## config.mk

```make
export PLATFORM = sky130hd
export DESIGN_NAME = e1_frame_demux
export DESIGN_NICKNAME = d
export VERILOG_FILES = /design/src/rtl/e1_pkg.sv /design/src/rtl/e1_align_fsm.sv /design/src/rtl/e1_frame_demux.sv
export SDC_FILE = /design/constraint.sdc
export NUM_CORES = 1
export LEC_CHECK = 0
export CORE_MARGIN = 10
export CORE_UTILIZATION = 55
export CTS_CLUSTER_DIAMETER = 60
export DETAILED_ROUTE_END_ITERATION = 16
export PLACE_DENSITY = 0.9
export RECOVER_POWER = 50
export SYNTH_ARGS = -nofsm -noshare
export SYNTH_HDL_FRONTEND = slang
export SYNTH_SLANG_ARGS = --single-unit
export TNS_END_PERCENT = 5
```

## constraint.sdc

```tcl
create_clock -name clk -period 5.1 [get_ports clk]
set_input_delay 1.02 -clock clk [delete_from_list [all_inputs] [get_ports clk]]
set_output_delay 1.02 -clock clk [all_outputs]
set_load 0.05 [all_outputs]
```

## src/rtl/e1_pkg.sv

```systemverilog
// Shared types and default constants for the E1 frame demultiplexer.
// The optional FAS/NFAS error counter is enabled with E1_DEMUX_ERR_CNT_EN.
package e1_pkg;

    typedef enum logic [1:0] {
        HUNT         = 2'd0,
        CONFIRM_NFAS = 2'd1,
        CONFIRM_FAS  = 2'd2,
        SYNC         = 2'd3
    } e1_state_e;

    localparam int         E1_SLOTS       = 32;
    localparam logic [7:0] E1_FAS_PATTERN = 8'h1B;
    localparam logic [7:0] E1_FAS_MASK    = 8'h7F;
    localparam int         E1_NFAS_BIT    = 6;
    localparam int         E1_LOSS_CNT    = 3;

    function automatic logic [15:0] sat_inc16(input logic [15:0] v);
        return (v == 16'hFFFF) ? v : v + 16'd1;
    endfunction

endpackage

```

## src/rtl/e1_align_fsm.sv

```systemverilog
// Frame-alignment hunt/confirm/sync state machine, fed with the slot-0 window.
// With E1_DEMUX_ERR_CNT_EN it also keeps the saturating check-failure count.
module e1_align_fsm
    import e1_pkg::*;
#(
    parameter int                SLOT_W      = 8,
    parameter logic [SLOT_W-1:0] FAS_PATTERN = SLOT_W'(E1_FAS_PATTERN),
    parameter logic [SLOT_W-1:0] FAS_MASK    = SLOT_W'(E1_FAS_MASK),
    parameter int                NFAS_BIT    = E1_NFAS_BIT,
    parameter int                LOSS_CNT    = E1_LOSS_CNT
) (
    input  logic              clk,
    input  logic              rst,
    input  logic              i_bit_en,
    input  logic [SLOT_W-1:0] i_window,
    input  logic              i_slot0_done,
    input  logic              i_parity,
    output e1_state_e         o_state,
    output logic              o_sync,
    output logic              o_hunt_match,
    output logic              o_loss
`ifdef E1_DEMUX_ERR_CNT_EN
    , output logic [15:0]     o_err_cnt
`endif
);

    localparam int LC_W = $clog2(LOSS_CNT + 1);

    e1_state_e         r_state;
    e1_state_e         w_state_nxt;
    logic [LC_W-1:0]   r_loss_cnt;
    logic [LC_W-1:0]   w_loss_cnt_nxt;
    logic              r_sync;
    logic              w_fas_ok;
    logic              w_hunt_match;
    logic              w_loss;

    assign w_fas_ok = ((i_window & FAS_MASK) == (FAS_PATTERN & FAS_MASK));

    // State, loss counter and registered sync flag.
    always_ff @(posedge clk) begin
        if (rst) begin
            r_state    <= HUNT;
            r_loss_cnt <= '0;
            r_sync     <= 1'b0;
        end else begin
            r_state    <= w_state_nxt;
            r_loss_cnt <= w_loss_cnt_nxt;
            r_sync     <= (w_state_nxt == SYNC);
        end
    end

    // Next-state decisions; every slot-0 check happens on its completing bit.
    always_comb begin
        w_state_nxt    = r_state;
        w_loss_cnt_nxt = r_loss_cnt;
        w_hunt_match   = 1'b0;
        w_loss         = 1'b0;
        case (r_state)
            HUNT: begin
                if (i_bit_en && w_fas_ok) begin
                    w_hunt_match = 1'b1;
                    w_state_nxt  = CONFIRM_NFAS;
                end else begin
                    w_state_nxt  = HUNT;
                end
            end
            CONFIRM_NFAS: begin
                if (i_slot0_done) begin
                    w_state_nxt = i_window[NFAS_BIT] ? CONFIRM_FAS : HUNT;
                end else begin
                    w_state_nxt = CONFIRM_NFAS;
                end
            end
            CONFIRM_FAS: begin
                if (i_slot0_done) begin
                    w_state_nxt    = w_fas_ok ? SYNC : HUNT;
                    w_loss_cnt_nxt = '0;
                end else begin
                    w_state_nxt    = CONFIRM_FAS;
                end
            end
            SYNC: begin
                if (i_slot0_done && !i_parity) begin
                    if (w_fas_ok) begin
                        w_loss_cnt_nxt = '0;
                    end else if (r_loss_cnt == LC_W'(LOSS_CNT - 1)) begin
                        w_loss         = 1'b1;
                        w_state_nxt    = HUNT;
                        w_loss_cnt_nxt = '0;
                    end else begin
                        w_loss_cnt_nxt = r_loss_cnt + LC_W'(1);
                    end
                end else begin
                    w_loss_cnt_nxt = r_loss_cnt;
                end
            end
            default: begin
                w_state_nxt    = HUNT;
                w_loss_cnt_nxt = '0;
            end
        endcase
    end

`ifdef E1_DEMUX_ERR_CNT_EN
    logic        w_chk_fail;
    logic [15:0] r_err_cnt;

    // Any non-HUNT exit to HUNT is a failed check; SYNC also counts tolerated FAS errors.
    assign w_chk_fail = (r_state != HUNT) && i_slot0_done &&
                        ((w_state_nxt == HUNT) || ((r_state == SYNC) && !i_parity && !w_fas_ok));

    // Saturating check-failure counter, cleared only by reset.
    always_ff @(posedge clk) begin
        if (rst) begin
            r_err_cnt <= 16'd0;
        end else if (w_chk_fail) begin
            r_err_cnt <= sat_inc16(r_err_cnt);
        end
    end

    assign o_err_cnt = r_err_cnt;
`endif

    assign o_state      = r_state;
    assign o_sync       = r_sync;
    assign o_hunt_match = w_hunt_match;
    assign o_loss       = w_loss;

endmodule

```

## src/rtl/e1_frame_demux.sv

```systemverilog
// E1-class frame demultiplexer: bit deserialiser, per-slot strobe and double-buffered frame bus.
// Define E1_DEMUX_ERR_CNT_EN to add the err_cnt port.
module e1_frame_demux
    import e1_pkg::*;
#(
    parameter int                SLOT_W      = 8,
    parameter int                NUM_SLOTS   = E1_SLOTS,
    parameter logic [SLOT_W-1:0] FAS_PATTERN = SLOT_W'(E1_FAS_PATTERN),
    parameter logic [SLOT_W-1:0] FAS_MASK    = SLOT_W'(E1_FAS_MASK),
    parameter int                NFAS_BIT    = E1_NFAS_BIT,
    parameter int                LOSS_CNT    = E1_LOSS_CNT,
    localparam int               IDX_W       = $clog2(NUM_SLOTS)
) (
    input  logic                        clk,
    input  logic                        rst,
    input  logic                        bit_in,
    input  logic                        bit_en,
    output logic                        sync,
    output logic                        frame_start,
    output logic [SLOT_W-1:0]           slot_data,
    output logic [IDX_W-1:0]            slot_idx,
    output logic                        slot_valid,
    output logic [NUM_SLOTS*SLOT_W-1:0] frame_bus,
    output logic                        frame_valid
`ifdef E1_DEMUX_ERR_CNT_EN
    , output logic [15:0]               err_cnt
`endif
);

    localparam int BIT_W = $clog2(SLOT_W);
    localparam int BUS_W = NUM_SLOTS * SLOT_W;

    logic [SLOT_W-1:0] r_shift;
    logic [SLOT_W-1:0] w_shift_nxt;
    logic [BIT_W-1:0]  r_bit_cnt;
    logic [IDX_W-1:0]  r_slot_cnt;
    logic              r_parity;
    logic [BUS_W-1:0]  r_shadow;
    logic [BUS_W-1:0]  w_shadow_nxt;
    logic [BUS_W-1:0]  r_frame_bus;
    logic [SLOT_W-1:0] r_slot_data;
    logic [IDX_W-1:0]  r_slot_idx;
    logic              r_slot_valid;
    logic              r_frame_valid;
    logic              r_frame_start;
    logic              w_slot_done;
    logic              w_slot0_done;
    logic              w_last_slot;
    e1_state_e         w_state;
    logic              w_sync;
    logic              w_hunt_match;
    logic              w_loss;

    assign w_shift_nxt  = {r_shift[SLOT_W-2:0], bit_in};
    assign w_slot_done  = bit_en && (r_bit_cnt == BIT_W'(SLOT_W - 1));
    assign w_last_slot  = (r_slot_cnt == IDX_W'(NUM_SLOTS - 1));
    assign w_slot0_done = w_slot_done && (r_slot_cnt == '0);

    e1_align_fsm #(
        .SLOT_W      (SLOT_W),
        .FAS_PATTERN (FAS_PATTERN),
        .FAS_MASK    (FAS_MASK),
        .NFAS_BIT    (NFAS_BIT),
        .LOSS_CNT    (LOSS_CNT)
    ) u_fsm (
        .clk          (clk),
        .rst          (rst),
        .i_bit_en     (bit_en),
        .i_window     (w_shift_nxt),
        .i_slot0_done (w_slot0_done),
        .i_parity     (r_parity),
        .o_state      (w_state),
        .o_sync       (w_sync),
        .o_hunt_match (w_hunt_match),
        .o_loss       (w_loss)
`ifdef E1_DEMUX_ERR_CNT_EN
        , .o_err_cnt  (err_cnt)
`endif
    );

    // Shadow image with the slot just completed merged in.
    always_comb begin
        w_shadow_nxt = r_shadow;
        w_shadow_nxt[int'(r_slot_cnt) * SLOT_W +: SLOT_W] = w_shift_nxt;
    end

    // Deserialiser, counters, shadow buffer and registered outputs.
    always_ff @(posedge clk) begin
        if (rst) begin
            r_shift       <= '0;
            r_bit_cnt     <= '0;
            r_slot_cnt    <= '0;
            r_parity      <= 1'b0;
            r_shadow      <= '0;
            r_frame_bus   <= '0;
            r_slot_data   <= '0;
            r_slot_idx    <= '0;
            r_slot_valid  <= 1'b0;
            r_frame_valid <= 1'b0;
            r_frame_start <= 1'b0;
        end else begin
            r_slot_valid  <= 1'b0;
            r_frame_valid <= 1'b0;
            r_frame_start <= 1'b0;
            if (bit_en) begin
                r_shift       <= w_shift_nxt;
                r_frame_start <= (w_state == SYNC) && (r_bit_cnt == '0) && (r_slot_cnt == '0);
                // A hunt match means the window just closed on slot 0 of a FAS frame.
                if (w_hunt_match) begin
                    r_bit_cnt  <= '0;
                    r_slot_cnt <= IDX_W'(1);
                    r_parity   <= 1'b0;
                end else if (w_slot_done) begin
                    r_bit_cnt <= '0;
                    if (w_last_slot) begin
                        r_slot_cnt <= '0;
                        r_parity   <= ~r_parity;
                    end else begin
                        r_slot_cnt <= r_slot_cnt + IDX_W'(1);
                    end
                end else begin
                    r_bit_cnt <= r_bit_cnt + BIT_W'(1);
                end

                if (w_loss) begin
                    r_shadow    <= '0;
                    r_frame_bus <= '0;
                    r_slot_data <= '0;
                end else if (w_slot_done && (w_state != HUNT)) begin
                    r_shadow <= w_shadow_nxt;
                    if (w_state == SYNC) begin
                        r_slot_valid <= 1'b1;
                        r_slot_data  <= w_shift_nxt;
                        r_slot_idx   <= r_slot_cnt;
                        if (w_last_slot) begin
                            r_frame_bus   <= w_shadow_nxt;
                            r_frame_valid <= 1'b1;
                        end
                    end
                end
            end
        end
    end

    assign sync        = w_sync;
    assign frame_start = r_frame_start;
    assign slot_data   = r_slot_data;
    assign slot_idx    = r_slot_idx;
    assign slot_valid  = r_slot_valid;
    assign frame_bus   = r_frame_bus;
    assign frame_valid = r_frame_valid;

endmodule

```

# [Yosys cells after proc, flatten, opt, wreduce, memory -nomap -nowiden]
# Index checks and enable logic that the tools add are counted.
# Widths: inputs -> output; s select.
[classes] addsub=4 n_eq_ne=10 shifts=2 muxes=40 bitwise=5 reduce_logical=28
[ops] cell="$mux 256" count=6
[ops] cell="$bwmux 256" count=1
[ops] cell="$shift 8x33->256 const A" count=1
[ops] cell="$shiftx 8x33->256" count=1
[ops] cell="$neg 8->33" count=1
[ops] cell="$mux 8" count=3
[ops] cell="$mux 2" count=11
[ops] cell="$mux 5" count=3
[ops] cell="$reduce_bool 2->1" count=7
[ops] cell="$mux 1" count=12
[ops] cell="$reduce_and 3->1" count=3
[ops] cell="$eq 2x2->1 const B" count=4
[ops] cell="$pmux 2 s4" count=1
[ops] cell="$reduce_and 4->1" count=2
[ops] cell="$eq 7x5->1 const B" count=1
[ops] cell="$logic_and 1x1->1" count=7
[ops] cell="$mux 3" count=2
[ops] cell="$add 5x1->5 const B" count=1
[ops] cell="$eq 5x5->1 const B" count=1
[ops] cell="$logic_not 5->1" count=1
[ops] cell="$not 1->1" count=5
[ops] cell="$reduce_or 5->1" count=1
[ops] cell="$ne 2x1->1 const B" count=2
[ops] cell="$pmux 2 s2" count=1
[ops] cell="10 further kinds" count=11
[word_totals] ff_bits=549 in_bits=4 output_inout_bits=273 wordCells=103

# [Logic depth before layout (Yosys ltp)]
# Gate-level depths: netlist (run 1).
[depth] ltp_word=8 depth_mapped=17 mapped_depth_nobuf=11

# [Cells and area by module]
# A second synthesis (run 1) with hierarchy kept.
[unflattened] hier_cells=2352 area_unflattened_um2=22084.9
[by_module_without_submodules] mod="e1_frame_demux" n_inst=1 cells_each=2314 area_each_um2=21749.6 seq_area_each_um2=10890.4
[by_module_without_submodules] mod="e1_align_fsm" n_inst=1 cells_each=38 area_each_um2=335.3 seq_area_each_um2=100.1

# [Worst setup path after synthesis (run 1)]
# No wires, ideal clock.
[synth_path] path_type="flip-flop to flip-flop" startpoint="register r_slot_cnt[0]" endpoint="register r_shadow[232]" setup_time_ns=0.141 arrival_ns=3.226 slack_ns=1.733 path_stages_with_launch=17 synth_period_minus_slack_ns=3.367 cell_sequence="dfxtp_1 -> buf_6 -> buf_4 -> clkbuf_1 -> inv_1 -> ha_1 -> buf_2 -> nand2b_1 -> nor2_1 -> ha_1 -> buf_1 -> nor4b_1 -> o21ai_1 -> a21o_1 -> buf_2 -> a21oi_1 -> o32ai_1"
[synth_via] elab_chain_len=7 word_cells_on_any_way=13
[synth_lines] item="start: declaration" line_no="e1_frame_demux.sv:36" rtl="logic [IDX_W-1:0] r_slot_cnt;"
[synth_lines] item="start signal: assignment" line_no="e1_frame_demux.sv:119" rtl="r_slot_cnt <= r_slot_cnt + IDX_W'(1);"
[synth_lines] item="branches (longest 7 deep; another with $neg 8->33)"
[synth_lines] item="end signal: assignment" line_no="e1_frame_demux.sv:130" rtl="r_shadow <= w_shadow_nxt;"
[synth_lines] item="end: declaration" line_no="e1_frame_demux.sv:38" rtl="logic [BUS_W-1:0] r_shadow;"
# Parallel ways; which one is timed is not known. The select of a mux whose other input is x is not followed.
# A chain may end at the register's enable or synchronous reset.

# [Worst setup path after layout (run 1)]
[layout_path] startpoint="register r_slot_cnt[1]" endpoint="register r_shadow[155]"
# Same word-level chain as after synthesis.

==> flow_summary_export.csv, run 1 <==
group,metric,value,unit
critical_path,slowest_delay,1150,ps
critical_path,timing.rr.start,"r_slot_cnt[1]",
power_and_ir_drop,leakage,9.93,nW
critical_path,crit_type,"reg -> reg",
layout,final_net_count,2352,
layout,drive_gt1_frac,0.0667,
critical_path,r2r_setup_slack,520,ps
floorplan,start_util,0.561,
route,drt-total-wl,72100,um
power_and_ir_drop,vdd_drop_max,264,uV
min_path,hold_depth,1,
synth,synth_flop_cell,"dfxtp_1",
synth,seq_area_frac_synth,0.490,
floorplan,die_y,222,um
critical_path,worstPathCellList,"inv_1 > ha_1 > nand2b_1 > nor2_1 > ha_1 > nor3_1 > and2_0 > o21ai_1 > o2bb2ai_1",
global_routing,overflow,0,
placed_design,place.gp.congestion,0.951,
clock_network,post_cts_resized,0,
global_routing,grt_start_max_net_pins,97,
power_and_ir_drop,p_per_area,316,nW/um^2
layout,antenna_cells,0,
synth,syn_nets,2187,
critical_path,path_common_cell,"ha_1",
timing,fmax,0.218,GHz
critical_path,worst-path-max-fanout,15,
timing,setup_viol,0,
clock_network,post_cts.repair.setup_buffers,0,
floorplan,die_x,222,um
min_path,hold_path_end,"frame_bus[119]",
synth,synth_mux_area_frac,0.110,
critical_path,reg2regPathDepth,9,
route,drt_iter0_drc,2458,
timing,fin_crit,4580,ps
timing,setup_tns,0,ps
critical_path,critPathCaptureType,"flip-flop",
clock_network,clockBufferDepth,3,
floorplan,die_area,49300,um^2
timing,relSlewSlack,0.0718,
layout,area_delta_synth_final,20.5,%
timing,skew,23.8,ps
critical_path,crit_required,5580,ps
run,drv_cap,0,
route,firstDrtPassIters,6,
floorplan,core.rowCount,73,
timing,final_max_slew_viol_count,0,
synth,synth_edf_count,0,
floorplan,ios,277,
global_routing,grt_use_total,0.278,
placed_design,place_hpwl,49500,um
clock_network,cts_num_sinks,549,
critical_path,cp-start-kind,"flip-flop",
global_routing,grt_pass1_wl,112000,um
global_routing,grt_pass1_vias,18700,
clock_network,clkTransAtPathRegs,60,ps
clock_network,cts-hold-fix-buffers,0,
timing,rsz0062_at_grt,"no",
synth,netlist_instances,2176,
global_routing,antenna_found_initial,0,
synth,synth-simple-area-share,0.117,
critical_path,reg2reg_to,"r_shadow[155]",
min_path,hp-class,"reg -> reg",
synth,async_reset_ff_frac,0,
power_and_ir_drop,total_power,8.56,mW
placed_design,portBuffers,276,
synth,synth_compound_area_frac,0.231,
synth,synth.avg_cell_area,10.3,um^2
clock_network,clkLatencyLatePin,610,ps
synth,synth_top_family_by_area,"compound AO/OA/AOI/OAI gates",
synth,synth-adder-area-share,0.00390,
critical_path,arrival,5060,ps
outcome,status,"completed",
synth,synth_seq_cells,549,
critical_path,crit_slowest_cell,"nor3_1",
route,postRouteAntennaNets,0,
synth,ys_types,79,
min_path,holdCritStartpoint,"frame_bus[119]",
floorplan,core,40000,um^2
clock_network,cts_tree,"yes",
synth,syn_area,22400,um^2
route,detail_route.vias_per_cell,6.53,
timing,worstMarginPinSlew,1380,ps
route,wl_per_cell,24.8,um
route,vias,19000,
synth,synth_xor_area_frac,0.00201,
timing,final-hold-violation-count,0,
clock_network,h-tree-depth,2,
clock_network,clockRootBuffer,"clkbuf_16",
timing,min_period_over_period,0.898,
route,drc_errors,0,
clock_network,numCtsBuffers,53,
synth,yosys_warnings,0,
worst max-delay path, delay by kind of cell, from the launching register on:
kind                     cells  cell delay (ps)
flip-flops                   1              650
AO/OA/AOI/OAI                2              620
buffers and inverters        1               90
AND/OR/NAND/NOR              4             2240
adder cells (fa/ha/maj)      2              860
cells by family (layout without fill, tap and decap cells):
group / count (synthesis) / count (layout)
simple gates: 507 / 507
buf+inv: 232 / 439
flops: 549 / 549
compound gates: 633 / 633
fa+ha+maj: 7 / 7
xor+xnor: 3 / 3
mux: 245 / 245
through the flow:
stage | hold WS (ps) | worst slack [ps] | instance area [um^2] | util | std cells
floorplan | 426 | 1730 | 22400 | - | 2176
global placement | 439 | 1080 | 25300 | 0.632 | 2811
detailed placement | 442 | 958 | 25300 | 0.632 | 2811
CTS | 463 | 1000 | 27100 | 0.678 | 2908
global route | 468 | 414 | 27000 | 0.676 | 2908
finish | 457 | 522 | 27000 | 0.676 | 2908
how the worst max path moves through the flow:
stage | startpoint | to | depth (start not counted)
after floorplan | r_slot_cnt[0] | r_shadow[232] | 16
after global placement | bit_in | frame_bus[142] | 7
after detailed placement | bit_in | frame_bus[13] | 7
after CTS | r_slot_cnt[1] | frame_bus[190] | 12
after global routing | r_slot_cnt[1] | r_shadow[38] | 12
final | r_slot_cnt[1] | r_shadow[155] | 9
power breakdown:
part	switching, mW	internal (mW)
Sequential	0.00665	4.29
Combinational	0.0914	0.0202
Clock	1.69	2.47
Total	1.78	6.77
synthesized netlist by cell type (all sizes together) (4+ instances only):
| cell type | instances | area share |
|---|---|---|
| a211oi | 18 | 0.0060 |
| a21oi | 35 | 0.0083 |
| a22o | 66 | 0.026 |
| a22oi | 23 | 0.0077 |
| a311oi | 8 | 0.0031 |
| a31oi | 18 | 0.0050 |
| and2 | 30 | 0.0084 |
| and3 | 21 | 0.0059 |
| and3b | 8 | 0.0031 |
| buf | 99 | 0.024 |
| clkbuf | 99 | 0.017 |
| dfxtp | 549 | 0.49 |
| ha | 7 | 0.0039 |
| inv | 34 | 0.0057 |
| mux2 | 8 | 0.0040 |
| mux2i | 237 | 0.11 |
| nand2 | 118 | 0.020 |
| nand2b | 27 | 0.0075 |
| nand3 | 70 | 0.016 |
| nand4 | 6 | 0.0020 |
| nor2 | 146 | 0.026 |
| nor3 | 35 | 0.0099 |
| nor3b | 4 | 0.0013 |
| nor4 | 4 | 0.0031 |
| o211a | 9 | 0.0040 |
| o211ai | 12 | 0.0053 |
| o21a | 12 | 0.0040 |
| o21ai | 50 | 0.012 |
| o2bb2ai | 337 | 0.13 |
| o32ai | 28 | 0.011 |
| or4 | 13 | 0.0043 |
registers in the layout (all words and copies together), names as in the netlist:
signal,cells
frame_bus,256
frame_start,1
frame_valid,1
r_bit_cnt,3
r_parity,1
r_shadow,256
r_shift,7
r_slot_cnt,5
slot_data,8
slot_idx,5
slot_valid,1
u_fsm.o_state,2
u_fsm.o_sync,1
u_fsm.r_loss_cnt,2
final cells by class:
type                       count  area, um^2
clock buffer                  80        1560
clock inverter                17         285
fill                        2892       13000
inverter                      34         128
multi-input combinational   1395       10400
sequential                   549       11000
tap                          525         657
timing repair buffer         308        3010
cell usage in the layout (no fill, tap or decap), drive strengths merged, types with 9 or more instances in the layout:
| cell type | n |
|---|---|
| clkbuf | 84 |
| nor2 | 146 |
| and3 | 21 |
| dlygate4sd3 | 274 |
| and2 | 30 |
| nand2 | 118 |
| a211oi | 18 |
| buf | 29 |
| o21a | 12 |
| dfxtp | 549 |
| nand2b | 27 |
| o211ai | 12 |
| a22o | 66 |
| or4 | 13 |
| o2bb2ai | 337 |
| o211a | 9 |
| o32ai | 28 |
| a22oi | 23 |
| inv | 37 |
| nor3 | 35 |
| a31oi | 18 |
| o21ai | 50 |
| a21oi | 35 |
| mux2i | 237 |
| nand3 | 70 |
metal layers:
layer / GRT usage / up-vias / part of all wire
met3: 0.0711 / 216 / 0.096
met4: 0.124 / 0 / 0.042
met2: 0.434 / 1051 / 0.45
li1: - / 8479 / -
met5: 0 / - / 0
met1: 0.356 / 9229 / 0.41
Note: power is estimated with default switching activity, not from simulation.
==> run 2: changes to the inputs <==
CTS_CLUSTER_SIZE = 28   (was unset)
==> flow_summary_export.csv, run 2 (synthesis gave the netlist of run 1 again) <==
group,metric,value,unit
layout,final_common_cell,"dfxtp_1",
route,drt_iter0_drc,2332,
timing,rsz0062_at_grt,"no",
min_path,hold_depth,1,
global_routing,overflow,0,
route,detail_route.vias_per_cell,6.49,
layout,final-instance-count-excl-fill,2875,
floorplan,die_area,49300,um^2
global_routing,antenna_found_initial,1,
critical_path,crit_slowest_cell,"clkbuf_1",
floorplan,start_util,0.561,
critical_path,crit_type,"in -> reg",
layout,area_delta_synth_final,17.9,%
clock_network,post_cts_resized,0,
critical_path,reg2regPathDepth,11,
clock_network,numCtsBuffers,36,
clock_network,clkTransAtPathRegs,100,ps
timing,min_period_over_period,0.912,
layout,fin_util,0.661,
timing,setup_tns,0,ps
power_and_ir_drop,leakage,9.62,nW
clock_network,cts_num_sinks,549,
clock_network,clockBufferDepth,3,
power_and_ir_drop,p_per_area,286,nW/um^2
floorplan,die_y,222,um
critical_path,path_depth,8,
critical_path,arrival,5070,ps
timing,whs,461,ps
critical_path,cp_top_family,"buffers and inverters",
layout,drive_gt1_frac,0.0575,
global_routing,grt_pass1_wl,109000,um
timing,setup_ws,448,ps
timing,final_max_slew_viol_count,0,
route,vias,18700,
route,wl_per_cell,24.5,um
critical_path,path_buf_inv,3,
placed_design,postPlaceCellArea,25300,um^2
route,postRouteAntennaNets,0,
placed_design,post-place-ws,958,ps
timing,worstMarginPinSlew,1270,ps
global_routing,grt_use_total,0.271,
floorplan,core,40000,um^2
clock_network,clkLatencyLatePin,570,ps
outcome,status,"completed",
critical_path,slowest_delay,780,ps
critical_path,crit_required,5520,ps
global_routing,grt_start_max_net_pins,97,
timing,relSlewSlack,0.144,
clock_network,post_cts.repair.setup_buffers,0,
critical_path,worstPathCellList,"dlygate4sd3_1 > clkbuf_1 > nand2_1 > nor2_1 > clkbuf_2 > o31ai_1 > a22oi_1 > nor2_1",
timing,fmax,0.215,GHz
layout,fin_area,26500,um^2
timing,setup_viol,0,
placed_design,portBuffers,276,
floorplan,ios,277,
placed_design,place_hpwl,49500,um
layout,mostFrequentLayoutCells,"dfxtp_1 (549), o2bb2ai_1 (337), dlygate4sd3_1 (274)",
floorplan,die_x,222,um
route,firstDrtPassIters,6,
critical_path,worst-path-max-fanout,26,
clock_network,cts-hold-fix-buffers,0,
timing,final-hold-violation-count,0,
floorplan,core.rowCount,73,
min_path,hp-class,"reg -> reg",
route,drt-total-wl,70500,um
critical_path,critPathCaptureType,"flip-flop",
route,drc_errors,0,
layout,final_net_count,2335,
timing,skew,45.2,ps
critical_path,cp-start-kind,"input port",
placed_design,post-place-cells,2811,
run,drv_cap,0,
clock_network,cts_tree,"yes",
timing,fin_crit,4650,ps
global_routing,grt_pass1_vias,18300,
placed_design,place.gp.congestion,0.951,
power_and_ir_drop,total_power,7.56,mW
power_and_ir_drop,vdd_drop_max,202,uV
clock_network,clockRootBuffer,"clkbuf_16",
critical_path,path_common_cell,"nor2_1",
clock_network,h-tree-depth,2,
-- run 2: cell types whose count changed in the layout (fill, tap and decap cells not counted), sizes merged --
cell and change:
clkinvlp +2, diode +1, clkinv +2, inv +3, clkbuf -36, bufinv -4, buf -1
-- run 2: power breakdown --
part | switching (mW) | internal [mW]
logic | 0.0905 | 0.0203
registers | 0.00664 | 4.28
clock network | 1.59 | 1.57
-- run 2: metal layers --
metal	GRT usage	vias up	part of all wire
li1	-	8437	-
met1	0.353	9008	0.41
met2	0.425	1017	0.45
met3	0.0659	196	0.096
met4	0.104	0	0.038
met5	0	-	0
-- run 2: final timing paths --
path	endpoint	startpoint	slack, ps
hold / removal	frame_bus[73]	frame_bus[73]	460
hold reg to reg	frame_bus[73]	frame_bus[73]	460
setup / recovery	r_shadow[251]	bit_en	450
setup reg to reg	r_shadow[38]	r_slot_cnt[1]	480
-- run 2: final cells by class --
class | instances | area [um^2]
flip-flops and latches | 549 | 11000
inverters | 34 | 128
fillers | 2972 | 13600
repair buffers | 308 | 3010
multi-input cells | 1395 | 10400
clock inverters | 20 | 282
clock buffers | 43 | 958
well taps | 525 | 657
diodes | 1 | 2.50
